## config.mk

```make
export PLATFORM = sky130hd
export DESIGN_NAME = mac_sequencer
export DESIGN_NICKNAME = d
export VERILOG_FILES = /design/src/rtl/mac_sequencer_pkg.sv /design/src/rtl/mac_sequencer.sv
export SDC_FILE = /design/constraint.sdc
export NUM_CORES = 1
export LEC_CHECK = 0
export BUFFER_PORTS_ARGS = -buffer_cell sky130_fd_sc_hd__clkbuf_2
export CORE_MARGIN = 2
export CORE_UTILIZATION = 47
export CTS_CLUSTER_SIZE = 8
export DETAILED_ROUTE_END_ITERATION = 8
export HOLD_SLACK_MARGIN = 0.03
export PLACE_DENSITY = 0.78
export SLEW_MARGIN = 20
export SYNTH_ARGS = -nofsm -noshare
export SYNTH_HDL_FRONTEND = slang
export SYNTH_SLANG_ARGS = --single-unit
```

## constraint.sdc

```tcl
create_clock -name clk -period 1.9 [get_ports clk]
set_clock_uncertainty 0.05 [all_clocks]
set_input_delay 0.38 -clock clk [delete_from_list [all_inputs] [get_ports clk]]
set_output_delay 0.38 -clock clk [all_outputs]
set_load 0.02 [all_outputs]
```

## src/rtl/mac_sequencer_pkg.sv

```systemverilog
// Shared definitions for the MAC neuron control path.
//   seq_state_e : 3-bit sequencer state encoding, also decoded by the layer controller
//   ACT_NONE/ACT_RELU : activation select constants
package mac_sequencer_pkg;

  typedef enum logic [2:0] {
    StIdle  = 3'd0,
    StClear = 3'd1,
    StAcc   = 3'd2,
    StBias  = 3'd3,
    StOut   = 3'd4
  } seq_state_e;

  localparam logic ACT_NONE = 1'b0;
  localparam logic ACT_RELU = 1'b1;

endpackage

```

## src/rtl/mac_sequencer.sv

```systemverilog
// Control stage in front of the MAC neuron datapath. A start clears the accumulator, streams
// N_INPUTS (data, weight) pairs from the shared-address memories into the MAC, adds the bias,
// captures the activated sum and offers it on a valid/ready output.
// Ports:
//   clk, rst       : rising-edge clock, asynchronous active-low reset
//   start          : begin one evaluation (accepted in idle, or in output state with out_ready)
//   busy           : evaluation in progress, until the result handshake
//   mem_addr       : read address to input and weight memories (1-cycle read latency)
//   mac_clk_en     : MAC accumulate-register enable
//   mac_ctrl_rst   : MAC synchronous accumulator clear
//   mac_use_bias   : MAC adder takes bias instead of the product
//   mac_sum        : MAC adder output
//   out_data       : activated neuron result
//   out_valid      : out_data valid, held until out_ready
//   out_ready      : consumer accepts out_data
module mac_sequencer
  import mac_sequencer_pkg::*;
#(
  parameter int unsigned n        = 16,
  parameter int unsigned m        = 8,
  parameter int unsigned N_INPUTS = 62,
  parameter int unsigned ADDR_W   = 6,
  parameter int unsigned USE_RELU = 1
) (
  input  logic              clk,
  input  logic              rst,
  input  logic              start,
  output logic              busy,
  output logic [ADDR_W-1:0] mem_addr,
  output logic              mac_clk_en,
  output logic              mac_ctrl_rst,
  output logic              mac_use_bias,
  input  logic [n-1:0]      mac_sum,
  output logic [n-1:0]      out_data,
  output logic              out_valid,
  input  logic              out_ready
);

  localparam logic              ActSel  = (USE_RELU != 0) ? ACT_RELU : ACT_NONE;
  localparam logic [ADDR_W-1:0] CntLast = ADDR_W'(N_INPUTS - 1);

  // Fraction width only matters to the datapath; kept here so the parameter set matches it.
  logic unused_frac;
  assign unused_frac = (m < n);

  seq_state_e        state_q, state_d;
  logic [ADDR_W-1:0] cnt_q, cnt_d;
  logic [n-1:0]      out_q, out_d;

  // ReLU looks at the sign bit only.
  function automatic logic [n-1:0] act(input logic [n-1:0] s);
    if (ActSel == ACT_RELU && s[n-1]) begin
      return '0;
    end
    return s;
  endfunction

  always_comb begin
    state_d = state_q;
    cnt_d   = cnt_q;
    out_d   = out_q;
    unique case (state_q)
      StIdle: begin
        if (start) state_d = StClear;
      end
      StClear: begin
        cnt_d   = '0;
        state_d = StAcc;
      end
      StAcc: begin
        if (cnt_q == CntLast) state_d = StBias;
        else                  cnt_d   = cnt_q + 1'b1;
      end
      StBias: begin
        out_d   = act(mac_sum);
        state_d = StOut;
      end
      StOut: begin
        // Handshake with start chains straight into the next clear.
        if (out_ready) state_d = start ? StClear : StIdle;
      end
      default: state_d = StIdle;
    endcase
  end

  always_ff @(posedge clk or negedge rst) begin
    if (!rst) begin
      state_q <= StIdle;
      cnt_q   <= '0;
      out_q   <= '0;
    end else begin
      state_q <= state_d;
      cnt_q   <= cnt_d;
      out_q   <= out_d;
    end
  end

  // Prefetch: the memory answers one cycle late, so ACC presents the next index.
  assign mem_addr     = (state_q == StAcc) ? cnt_q + 1'b1 : '0;
  assign busy         = (state_q != StIdle);
  assign mac_clk_en   = (state_q == StAcc) || (state_q == StBias);
  assign mac_ctrl_rst = (state_q == StClear);
  assign mac_use_bias = (state_q == StBias);
  assign out_valid    = (state_q == StOut);
  assign out_data     = out_q;

endmodule

```

==> summary.md <==
| Metric | Value |
|---|---|
| Full die area | 0.00293 sq mm |
| CORE AREA | 0.00243 sq mm |
| Max-slew headroom | 60.7% |
| I/O Pins | 47 |
| R2R Path End | cnt_q[0]$_DFFE_PN0P_ |
| Setup ws final | -8.25 ps |
| Outcome | finished, violations left |
| R2r startpoint | state_q[1]$_DFFE_PN0P_ |
| Core Rows | 18 |
| Crit path max-delay cell type | dfrtp_1 |
| Worst reg2reg path depth | 5 |
| Crit path largest cell delay | 440 ps |
| RSZ-0062 raised after global routing | yes |
| Overall Global Routing Usage | 19.4% |
| Area growth syn-to-layout | 50.6% |
| Detailed placer's ending HPWL | 1780 um |
| Drt total wl | 2880 um |
| Clock Latency Late Sink | 310 ps |
| CP bufs+invs | 1 |
| Drt wl/cell | 13.2 um |
| Seq cells post-synth | 24 |
| Maximum Capacitance Violations | 0 |
| Leak | 0.000909 uW |
| Register area share after synthesis | 50.9% |
| Die width | 54.1 um |
| Min Tclk post-route | 1910 ps |
| DR vias/cell | 4.94 |
| Crit path kind | reg2out |
| Share of cells above drive strength 1 | 48.9% |
| RePlAce Congestion | 0.781 |
| CTS Sinks | 24 |
| FF-to-FF setup slack | 200 ps |
| Critical Path End | mem_addr[5] |
| WP data required | 1470 ps |
| Peak VDD IR | 1.11 mV |
| Worst path cell trace | and3_4 -> nand3_2 -> xor2_2 -> nor2_2 -> buf_6 |
| CP startpoint kind | register |
| Number of routed nets with antenna violations | 0 |
| Crit. End Element | primary output |
| Slew Limit Fails | 0 |
| Worst-margin pin slew | 590 ps |
| Global route overflow | 0 |
| Max clock buf depth | 2 |
| Residual DRC count | 0 |
| Failing checks | negative setup slack |
| Cts bufs inserted | 3 |
| Crit path max fanout | 3 |
| CTS Root Cell | clkbuf_4 |
| CP arrival | 1480 ps |
| Unique masters post-synth | 28 |
| Initial antenna violation count | 0 |
| Port Buf Inserts | 45 |
| TritonCTS clock tree | yes |
| First-pass GRT wire length | 4120 um |
| Initial cell density of the core | 48.5% |
| Delay-heaviest family, CP | flip-flops |
| Largest net degree at the start of global routing | 32 |
| CP startpoint | cnt_q[4]$_DFFE_PN0P_ |
| Number of nets in the layout | 211 |
| Clock-pin slew on the worst setup and hold paths | 140 ps |
| Most area-consuming cells after synthesis | dfrtp_1 (51%), nand2b_1 (8.5%), o21ai_0 (7.2%), nand2_1 (5.4%), nor2_1 (2.9%) |
| Fin util | 73.0% |
| TritonRoute pass-1 iters | 4 |
| Netlist Area Pre-Place | 0.00118 sq mm |
| Smallest hold slack | 231 ps |
| Largest area contributor in the netlist | dfrtp_1 |
| HP Class | in2reg |
| Final Hold Viols | 0 |
| Pwr/cell area | 1550 mW/mm^2 |
| Non-filler cells, final | 218 |
| Htree depth | 1 |
| Stages on worst setup path | 5 |
| Die Ht | 54.1 um |
| Drt initial violations | 16 |
| Via count | 1076 |
| N_diodes | 0 |
| Synth Net Count | 145 |
| Final period util | 100% |
| Yosys warns | 0 |
| Syn_area_per_cell | 9.59 sq um |
| Cells after DPL | 193 |
| FMAX | 0.524 GHz |
| Synth Instances | 123 |
| Setup-failing EPs final | 3 |
| Vias in the first global route | 951 |
| Synth top area share | 50.9% |
-- synthesized netlist by cell type, drive strengths merged --
cell type and number:
o211ai 1, or3b 2, dfrtp 24, and3 2, nor3b 1, o21ai 17, nor2b 1, xnor2 2
buf 4, a21o 2, a2bb2oi 1, xor2 3, nand2 17, nor2 9, a31o 1, ha 2
o2bb2ai 2, o31ai 1, or3 1, inv 3, nand3 4, clkbuf 4, and2 1, or2 1
conb 1, nand2b 16
-- logic make-up (layout without fill, tap and decap cells) --
logic type | Yosys count | in the layout | synth area share (%)
compound gates | 25 | 25 | 13.5
other cells | 1 | 1 | 0.318
flops | 24 | 24 | 50.9
xor+xnor | 5 | 5 | 3.71
buf+inv | 11 | 75 | 5.41
simple gates | 55 | 56 | 24.1
fa+ha+maj | 2 | 2 | 2.12
-- area by class of cell --
type	count	area, sq um
flip-flops and latches	24	602
multi-input cells	89	613
well taps	30	37.5
fillers	192	656
clock buffers	3	22.5
inverters	3	11.3
clock inverters	1	30.0
repair buffers	68	460
-- state kept, by name (all words and copies together) (netlist names) --
| signal | count |
|---|---|
| out_data | 15 |
| cnt_q | 6 |
| state_q | 3 |
-- worst min-delay path: cells and delay by family --
| kind | cells | cell delay, ps |
|---|---|---|
| AO/OA/AOI/OAI | 1 | 60 |
| AND/OR/NAND/NOR | 1 | 50 |
| buffers and inverters | 1 | 80 |
-- metal layers --
layer	vias to the layer above	wire [um]	track usage [%]
met5	-	0	0
met4	0	43	5.00
met3	6	157	2.50
met2	42	1530	34.6
met1	498	1150	24.6
li1	530	-	-
-- timing repair --
| item | 4_1_cts | 5_1_grt |
|---|---|---|
| hold endpoints to repair | 24 | 0 |
| endpoints found under the setup margin | 8 | 9 |
| gates cloned | 0 | 1 |
| buffers inserted | 10 | 9 |
| gates resized for setup | 16 | 32 |
| hold buffers | 1 | 0 |
| pin swaps | 2 | 6 |
-- worst min-delay path by stage --
stage | startpoint | endpoint | slack [ps] | depth (start not counted)
2_1_floorplan | rst | cnt_q[0]$_DFFE_PN0P_ | 30 | 0
3_3_place_gp | rst | cnt_q[2]$_DFFE_PN0P_ | 350 | 1
3_5_place_dp | rst | cnt_q[3]$_DFFE_PN0P_ | 370 | 1
4_1_cts | mac_sum[0] | out_data[0]$_DFFE_PN0P_ | 230 | 3
5_1_grt | mac_sum[2] | out_data[2]$_DFFE_PN0P_ | 240 | 3
6_report | mac_sum[0] | out_data[0]$_DFFE_PN0P_ | 230 | 3
-- cell usage in the layout (no fill, tap or decap), types with 3 or more instances in the layout --
| master | instances |
|---|---|
| clkbuf_4 | 3 |
| buf_6 | 7 |
| buf_4 | 21 |
| nand2_1 | 17 |
| nand2b_1 | 16 |
| o21ai_0 | 17 |
| nor2_2 | 3 |
| nor2_1 | 4 |
| or3b_4 | 3 |
| dfrtp_1 | 23 |
| clkbuf_2 | 35 |
-- report_power, final --
group	leakage (uW)	internal (uW)	switching [uW]
Sequential	0.000314	705	148
Clock	0.0000279	213	150
Combinational	0.000567	733	812
Total	0.000909	1650	1110
-- stage by stage --
step	setup TNS, ps	total power (uW)	setup slack [ps]	instance area, sq um
final	-9.76	2760	-8.25	1780
after global routing	-398	2930	-79.3	1780
after CTS	-34.4	2510	-23.1	1600
after floorplan	0	1600	73.0	1180
after detailed placement	0	1920	170	1410
after global placement	0	1870	204	1410
Power figures use the tool's default switching activity.
